--- src/rtl/sd_resp_pkg.sv ---
// Shared types and constants for the sd_block_responder sector-transfer target.
package sd_resp_pkg;

   typedef enum logic [2:0] {
      StIdle,
      StRdReq,
      StRdPut,
      StWrAddr,
      StWrLat,
      StWrReq,
      StDone,
      StGap
   } sd_resp_state_t;

   localparam int unsigned SECTOR_WORDS = 256;
   localparam logic [15:0] FILL_WORD    = 16'hFFFF;
   localparam int unsigned GAP_CYCLES   = 1;

endpackage

--- src/rtl/sd_block_responder.sv ---
// Target side of the hps_io sector handshake: serves 256-word sectors from a word-wide memory port.
// Define SD_RESP_RANGE_EN to treat sectors with sd_lba bits above LBA_W set as out of range.
module sd_block_responder
   import sd_resp_pkg::*;
#(
   parameter int unsigned LBA_W  = 4,
   parameter int unsigned MEM_AW = LBA_W + 8
) (
   input  logic              clk_sys,
   input  logic              reset_n,
   input  logic [31:0]       sd_lba,
   input  logic              sd_rd,
   input  logic              sd_wr,
   output logic              sd_ack,
   output logic [7:0]        sd_buff_addr,
   output logic [15:0]       sd_buff_dout,
   output logic              sd_buff_wr,
   input  logic [15:0]       sd_buff_din,
   output logic [MEM_AW-1:0] mem_addr,
   output logic              mem_rd,
   output logic              mem_wr,
   output logic [15:0]       mem_din,
   input  logic [15:0]       mem_q,
   input  logic              mem_ready,
   output logic              busy
);

   sd_resp_state_t   state_q, state_d;
   logic [7:0]       word_q, word_d;
   logic [LBA_W-1:0] lba_q, lba_d;
   logic             ack_q, ack_d;
   logic             range_q, range_d;
   logic [15:0]      dout_q, dout_d;
   logic [15:0]      din_q, din_d;
   logic             req_in_range;
   logic             last_word;

`ifdef SD_RESP_RANGE_EN
   assign req_in_range = (sd_lba[31:LBA_W] == '0);
`else
   // Upper sector bits are dropped; the sector aliases modulo 2^LBA_W.
   logic unused_lba_hi;
   assign unused_lba_hi = ^sd_lba[31:LBA_W];
   assign req_in_range  = 1'b1;
`endif

   assign last_word = (word_q == 8'(SECTOR_WORDS - 1));

   always_ff @(posedge clk_sys or negedge reset_n) begin
      if (!reset_n) begin
         state_q <= StIdle;
         word_q  <= '0;
         lba_q   <= '0;
         ack_q   <= 1'b0;
         range_q <= 1'b0;
         dout_q  <= '0;
         din_q   <= '0;
      end else begin
         state_q <= state_d;
         word_q  <= word_d;
         lba_q   <= lba_d;
         ack_q   <= ack_d;
         range_q <= range_d;
         dout_q  <= dout_d;
         din_q   <= din_d;
      end
   end

   always_comb begin
      state_d    = state_q;
      word_d     = word_q;
      lba_d      = lba_q;
      ack_d      = ack_q;
      range_d    = range_q;
      dout_d     = dout_q;
      din_d      = din_q;
      mem_rd     = 1'b0;
      mem_wr     = 1'b0;
      sd_buff_wr = 1'b0;
      unique case (state_q)
         StIdle: begin
            if (sd_rd || sd_wr) begin
               lba_d   = sd_lba[LBA_W-1:0];
               word_d  = '0;
               ack_d   = 1'b1;
               range_d = req_in_range;
               state_d = sd_rd ? StRdReq : StWrAddr;
            end
         end
         StRdReq: begin
            // Out-of-range sectors complete as if memory answered at once.
            mem_rd = range_q;
            if (mem_ready || !range_q) begin
               dout_d  = range_q ? mem_q : FILL_WORD;
               state_d = StRdPut;
            end
         end
         StRdPut: begin
            sd_buff_wr = 1'b1;
            if (last_word) begin
               state_d = StDone;
            end else begin
               word_d  = word_q + 8'd1;
               state_d = StRdReq;
            end
         end
         StWrAddr: state_d = StWrLat;
         StWrLat: begin
            // Buffer RAM is registered: data for word_q is valid one edge after the address.
            din_d   = sd_buff_din;
            state_d = StWrReq;
         end
         StWrReq: begin
            mem_wr = range_q;
            if (mem_ready || !range_q) begin
               if (last_word) begin
                  state_d = StDone;
               end else begin
                  word_d  = word_q + 8'd1;
                  state_d = StWrAddr;
               end
            end
         end
         StDone: begin
            ack_d   = 1'b0;
            word_d  = '0;
            state_d = StGap;
         end
         StGap: begin
            // word_q doubles as the gap counter once the sector is finished.
            if (word_q == 8'(GAP_CYCLES - 1)) begin
               word_d  = '0;
               state_d = StIdle;
            end else begin
               word_d = word_q + 8'd1;
            end
         end
         default: state_d = StIdle;
      endcase
   end

   assign sd_ack       = ack_q;
   assign sd_buff_addr = word_q;
   assign sd_buff_dout = dout_q;
   assign mem_addr     = MEM_AW'({lba_q, word_q});
   assign mem_din      = din_q;
   assign busy         = (state_q != StIdle);

endmodule

--- config.mk ---
export PLATFORM = sky130hd
export DESIGN_NAME = sd_block_responder
export DESIGN_NICKNAME = d
export VERILOG_FILES = /design/src/rtl/sd_resp_pkg.sv /design/src/rtl/sd_block_responder.sv
export SDC_FILE = /design/constraint.sdc
export NUM_CORES = 1
export LEC_CHECK = 0
export CORE_MARGIN = 2
export CORE_UTILIZATION = 42
export CTS_CLUSTER_SIZE = 30
export DETAILED_ROUTE_END_ITERATION = 8
export PLACE_DENSITY = 0.86
export RECOVER_POWER = 50
export SLEW_MARGIN = 10
export SYNTH_ARGS = -nofsm -noshare
export SYNTH_HDL_FRONTEND = slang
export SYNTH_SLANG_ARGS = --single-unit
--- constraint.sdc ---
create_clock -name clk_sys -period 5.1 [get_ports clk_sys]
set_input_delay 0.765 -clock clk_sys [delete_from_list [all_inputs] [get_ports clk_sys]]
set_output_delay 0.765 -clock clk_sys [all_outputs]
set_load 0.02 [all_outputs]
Word level (Yosys, flattened, before mapping)
Cells that the tools add are included.
- logic and storage cells: 52
- bits in registers: 49
- add/subtract/negate cells: 1
- muxes and demuxes: 19
- equality and inequality tests: 12
- reductions and logical operators: 13
- operators by type and width (cell ; count):
    $pmux 8 s5 ; 1
    $mux 8 ; 4
    $pmux 3 s8 ; 1
    $mux 3 ; 6
    $mux 16 ; 1
    $eq 3x3->1 const B ; 4
    $add 8x1->8 const B ; 1
    $eq 8x8->1 const B ; 1
    $logic_not 8->1 ; 1
    $ne 2x2->1 const B ; 4
    $eq 3x2->1 const B ; 2
    $reduce_and 2->1 ; 3
    $reduce_bool 5->1 ; 1
    $mux 1 ; 4
    $reduce_and 4->1 ; 1
    $eq 3x1->1 const B ; 1
    $logic_not 3->1 ; 1
    $reduce_and 3->1 ; 1
    $reduce_bool 3->1 ; 1
    $logic_or 1x1->1 ; 2
    $mux 2 ; 1
    $pmux 1 s2 ; 1
    $reduce_bool 2->1 ; 1
    $logic_not 1->1 ; 1

Depth between registers and ports, before layout
- word-level depth: 4
- gate-level depth with buffers: 7

Least setup slack after synthesis
Ideal clock, no wire load.
- kind: register to output
- from: register range_q
- to: output port mem_rd
- slack: 3328 ps
- path buffers: 1
- arrival time: 1007 ps
- stages on the path, launching flop included: 4
- data required time: 4335 ps
- cell sequence: dfrtp_1 -> clkbuf_1 -> nand2b_1 -> nor2_1
- cells in the longest elaborated chain, start to end: 1
- RTL lines (item ; RTL line ; source):
    start: declaration ; sd_block_responder.sv:32 ; logic range_q, range_d;
    start signal: assignment ; sd_block_responder.sv:63 ; range_q <= range_d;
    $mux 1 ; sd_block_responder.sv:80 ; unique case (state_q)
    end: declaration ; sd_block_responder.sv:20 ; output logic mem_rd,
No other way between the ends.

Final worst setup path
- from: register state_q[1]
- to: output port sd_buff_wr
- cells in the longest elaborated chain, start to end: 2
- RTL lines (item ; RTL line ; source):
    start: declaration ; sd_block_responder.sv:28 ; sd_resp_state_t state_q, state_d;
    start signal: assignment ; sd_block_responder.sv:51 ; state_q <= StIdle;
    start signal: assignment ; sd_block_responder.sv:59 ; state_q <= state_d;
    $eq 3x2->1 ; sd_block_responder.sv:80 ;
    $mux 1 ; sd_block_responder.sv:80 ;
    end: declaration ; sd_block_responder.sv:17 ; output logic sd_buff_wr,
No other way between the ends.

==> report_table.html <==
<table>
<tr><th>Metric</th><th>Value</th></tr>
<tr><th colspan="2">Power and ir drop</th></tr>
<tr><td>Worst-case vdd ir drop</td><td>0.322 mV</td></tr>
<tr><td>Leakage power summed over all cells</td><td>0.00136 uW</td></tr>
<tr><td>Clock power frac</td><td>11.9%</td></tr>
<tr><td>Internal power component</td><td>1120 uW</td></tr>
<tr><td>Pwr Density</td><td>564 nW/um2</td></tr>
<tr><td>Switching power</td><td>745 uW</td></tr>
<tr><td>Sequential fraction of design power</td><td>36.4%</td></tr>
<tr><td>Switching power as a share of total power</td><td>39.9%</td></tr>
<tr><td>Combinational Power Share</td><td>51.8%</td></tr>
<tr><th colspan="2">STA</th></tr>
<tr><td># setup viols final</td><td>0</td></tr>
<tr><td>Final count of pins violating max slew</td><td>38</td></tr>
<tr><td>Endpoints failing hold</td><td>0</td></tr>
<tr><td>Worst Tran Pin Value</td><td>1.96 ns</td></tr>
<tr><td>Final Cycle Share</td><td>54.6%</td></tr>
<tr><td>RSZ-0062 raised after global routing</td><td>no</td></tr>
<tr><td>Shortest clock period the worst path allows after layout</td><td>2.78 ns</td></tr>
<tr><td>Setup ws final</td><td>2.32 ns</td></tr>
<tr><td>Sum Neg Setup Slack</td><td>0 ns</td></tr>
<tr><td>Maximum achievable frequency</td><td>359 MHz</td></tr>
<tr><td>Worst slew margin relative to its limit</td><td>-30.8%</td></tr>
<tr><td>Final Skew</td><td>0.00603 ns</td></tr>
<tr><th colspan="2">GRT</th></tr>
<tr><td>Largest net degree at the start of global routing</td><td>50</td></tr>
<tr><td>Global-route usage over all layers</td><td>17.7%</td></tr>
<tr><td>Number of global-route vias before repair</td><td>1838</td></tr>
<tr><td>GR Overflow Total</td><td>0</td></tr>
<tr><td>Number of antenna violations at the first check in global routing</td><td>0</td></tr>
<tr><td>Global-route wire length before repair</td><td>8540 um</td></tr>
<tr><th colspan="2">Critical path</th></tr>
<tr><td>Kind of critical path</td><td>flop to output pin</td></tr>
<tr><td>Critical-path cell list</td><td>or3b_1, inv_1, clkdlybuf4s50_1</td></tr>
<tr><td>Critical path buffer and inverter count</td><td>2</td></tr>
<tr><td>Critical Path End Type</td><td>output pin</td></tr>
<tr><td>Slowest cell on crit path</td><td>sky130_fd_sc_hd__dfrtp_1</td></tr>
<tr><td>Critical Path Fanout Max</td><td>15</td></tr>
<tr><td>Worst Path Required</td><td>4.34 ns</td></tr>
<tr><td>Kind of cell adding the most delay to the critical path</td><td>buffers and inverters</td></tr>
<tr><td>Arrival time reported for the critical path endpoint</td><td>2.02 ns</td></tr>
<tr><td>Maximum cell stage delay along the critical path</td><td>0.62 ns</td></tr>
<tr><td>Startpoint kind of the worst setup timing path</td><td>flop</td></tr>
<tr><th colspan="2">Finish</th></tr>
<tr><td>Antenna cell count</td><td>0</td></tr>
<tr><td>Proportion of layout cells with a drive suffix above 1</td><td>10.1%</td></tr>
<tr><td>Relative area change from synthesis to final layout</td><td>43.9%</td></tr>
<tr><td>Final net count</td><td>376</td></tr>
<tr><th colspan="2">Logic synthesis</th></tr>
<tr><td>Net count after synthesis</td><td>289</td></tr>
<tr><td>Share of Yosys cell area claimed by the top area cell type</td><td>53.3%</td></tr>
<tr><td>Largest area contributor in the synthesized netlist</td><td>sky130_fd_sc_hd__dfrtp_1</td></tr>
<tr><td>Avg Synthesized Cell Area</td><td>10.6 um2</td></tr>
<tr><td>Fraction of the mapped netlist area in simple logic gates</td><td>14.5%</td></tr>
<tr><td>Parity-gate share of the synthesized area counting xor and xnor cells</td><td>0.761%</td></tr>
<tr><td>Synth warn</td><td>0</td></tr>
<tr><td>Complex-gate fraction of the synthesized area</td><td>12.0%</td></tr>
<tr><td>Fraction of synthesized area in multiplexers</td><td>9.78%</td></tr>
<tr><td>Number of instances in the synthesized netlist</td><td>218</td></tr>
<tr><td>Netlist cell types</td><td>41</td></tr>
<tr><td>Top area cells in the synthesized netlist</td><td>sky130_fd_sc_hd__dfrtp_1 (53%), sky130_fd_sc_hd__mux2_2 (9.8%), sky130_fd_sc_hd__a31oi_1 (4.3%)</td></tr>
<tr><td>Flip-flop and latch count after synthesis</td><td>49</td></tr>
<tr><td>Share of synthesized area occupied by flip-flops and latches</td><td>53.3%</td></tr>
<tr><td>Cell area after synthesis</td><td>2300 um2</td></tr>
<tr><td>Main combinational cell family by area after synthesis</td><td>simple AND/OR/NAND/NOR gates</td></tr>
<tr><td>Post-synthesis share of cell area spent on full adders, half adders and majority gates</td><td>1.09%</td></tr>
<tr><th colspan="2">Placement</th></tr>
<tr><td>Detailed-placement wirelength estimate</td><td>3820 um</td></tr>
<tr><td>GPL Wtd Cong</td><td>0.852</td></tr>
<tr><td>Count of buffers from port buffering</td><td>97</td></tr>
<tr><td>Worst Setup Slack post-DPL</td><td>2.53 ns</td></tr>
<tr><th colspan="2">Route</th></tr>
<tr><td>Final routed wirelength across all metal layers</td><td>5240 um</td></tr>
<tr><td>Average wire length per cell after detail routing</td><td>13.9 um</td></tr>
<tr><td>Remaining routing DRC violations</td><td>0</td></tr>
<tr><td>Total iterations of the first detailed-routing run</td><td>5</td></tr>
<tr><td>Via count normalized by instance count</td><td>5.06</td></tr>
<tr><td>Total vias in the final route</td><td>1903</td></tr>
<tr><td>Number of DRC markers in iteration 0</td><td>93</td></tr>
<tr><td>Count of nets left with antenna violations after detail routing</td><td>0</td></tr>
<tr><th colspan="2">Status</th></tr>
<tr><td>Status</td><td>complete, but fails checks</td></tr>
<tr><td>Violations in the final reports</td><td>max-capacitance violations, max-slew violations</td></tr>
<tr><th colspan="2">Job</th></tr>
<tr><td>Maximum Capacitance Violations</td><td>1</td></tr>
<tr><th colspan="2">Clocking</th></tr>
<tr><td>Clock sink total</td><td>49</td></tr>
<tr><td>Clock transition at the register clock pins on the worst setup and hold paths after CTS</td><td>0.09 ns</td></tr>
<tr><td>Hold Buf Count CTS</td><td>0</td></tr>
<tr><td>TritonCTS clock tree</td><td>built</td></tr>
<tr><td>Max clock buf depth</td><td>2</td></tr>
<tr><td>Post_cts resized</td><td>0</td></tr>
<tr><td>Clock latency at the later pin of the worst-skew pair</td><td>0.29 ns</td></tr>
<tr><td>Number of setup buffers added after CTS</td><td>0</td></tr>
<tr><td>Total CTS buffers</td><td>5</td></tr>
<tr><td>Clock Root Buffer</td><td>sky130_fd_sc_hd__clkbuf_8</td></tr>
<tr><td>Number of levels the H-tree was split into</td><td>2</td></tr>
<tr><th colspan="2">Floorplan</th></tr>
<tr><td>I/O pin cnt</td><td>126</td></tr>
<tr><td>Vertical extent of the die</td><td>78.0 um</td></tr>
<tr><td>Starting density of the core</td><td>44.2%</td></tr>
<tr><td>Num rows</td><td>26</td></tr>
<tr><td>Full die area</td><td>6090 um2</td></tr>
<tr><td>Die width</td><td>78.0 um</td></tr>
<tr><td>Placeable Area</td><td>5200 um2</td></tr>
<tr><th colspan="2">Hold path</th></tr>
<tr><td>Min-delay worst type</td><td>input port to asynchronous set/reset pin</td></tr>
</table>
## routing by layer
layer,GRT usage [%],share of wire (%),up-vias
li1,-,-,918
met4,4.21,0.48,0
met3,8.74,11,2
met1,22.3,42,896
met5,0,0,-
met2,27.3,46,87
## flip-flops by register name, indices dropped and copies added, names as in the netlist
register,cells
state_q,3
range_q,1
sd_buff_addr,8
sd_buff_dout,16
lba_q,4
mem_din,16
sd_ack,1
## final cells by class
type | instances | area, um2
clock buffers | 6 | 72.6
clock inverters | 2 | 15.0
fillers | 427 | 1890
inverters | 21 | 78.8
multi-input cells | 129 | 857
flip-flops and latches | 49 | 1230
well taps | 70 | 87.6
repair buffers | 99 | 976
## Yosys cell counts, drive strengths merged
cell type  count
or3b           1
nand2          8
o32a           2
xor2           1
a31oi         16
o31ai          2
nand3b         2
xnor2          1
a211o          1
dfrtp         49
nor2          26
nand4          3
nor4b          1
clkbuf         3
ha             2
nand2b         2
a21oi          8
nor2b          2
a2111oi        1
nand3          4
a21o           2
buf           16
nor3           4
and3           1
o21ai          9
mux2          20
o21a           1
or3            3
or4            2
or2            2
inv           21
nor3b          2
## final timing paths
path	start	endpoint	slack, ns	cells past startpoint
setup / recovery	state_q[1]	sd_buff_wr	2.32	3
hold / removal	reset_n	sd_buff_dout[7]	0.47	1
setup reg to reg	state_q[2]	sd_buff_addr[6]	2.66	5
hold reg to reg	sd_ack	sd_ack	0.49	1
max in group asynchronous	reset_n	sd_buff_addr[4]	2.37	2
min in group clk_sys	sd_ack	sd_ack	0.49	1
## stage by stage
step                utilization [%]  hold slack [ns]  instance area [um2]  total power [uW]  cells
floorplan                         -            0.469                 2300              1260    218
global route                   63.7            0.505                 3310              1990    376
detailed placement             62.4            0.473                 3250              1690    367
global placement               62.4            0.463                 3250              1670    367
finish                         63.7            0.469                 3310              1870    376
CTS                            64.1            0.493                 3340              1920    375
## power by group through the flow
stage / clock network (uW) / logic, uW / registers, uW
after CTS: 230 / 1010 / 685
after global routing: 248 / 1040 / 708
after global placement: 0 / 985 / 682
final: 221 / 967 / 679
after floorplan: 0 / 424 / 831
after detailed placement: 0 / 1010 / 689
## cells in the final DEF, fill, tap and decap left out, types with 3 or more instances in the layout
cell	netlist	layout
sky130_fd_sc_hd__clkbuf_8	0	5
sky130_fd_sc_hd__dlygate4sd3_1	0	16
sky130_fd_sc_hd__dfrtp_1	49	49
sky130_fd_sc_hd__or3_1	3	3
sky130_fd_sc_hd__a31oi_1	16	16
sky130_fd_sc_hd__mux2_2	20	19
sky130_fd_sc_hd__a21oi_1	7	8
sky130_fd_sc_hd__nand2_1	8	8
sky130_fd_sc_hd__nand3_1	3	4
sky130_fd_sc_hd__nor3_1	3	3
sky130_fd_sc_hd__nor2_1	26	26
sky130_fd_sc_hd__o21ai_0	8	8
sky130_fd_sc_hd__clkdlybuf4s50_1	0	80
sky130_fd_sc_hd__clkbuf_1	3	3
sky130_fd_sc_hd__inv_1	21	21
## kinds of logic (layout without fill, tap and decap cells)
group,after synthesis,count (layout)
AOI/OAI and AO/OA,42,42
xor gates and xnor gates,2,2
adders and majority gates,2,2
buffers and inverters,40,128
DFF,49,49
muxes,20,20
and+or+nand+nor,63,63
Power figures use the tool's default switching activity.
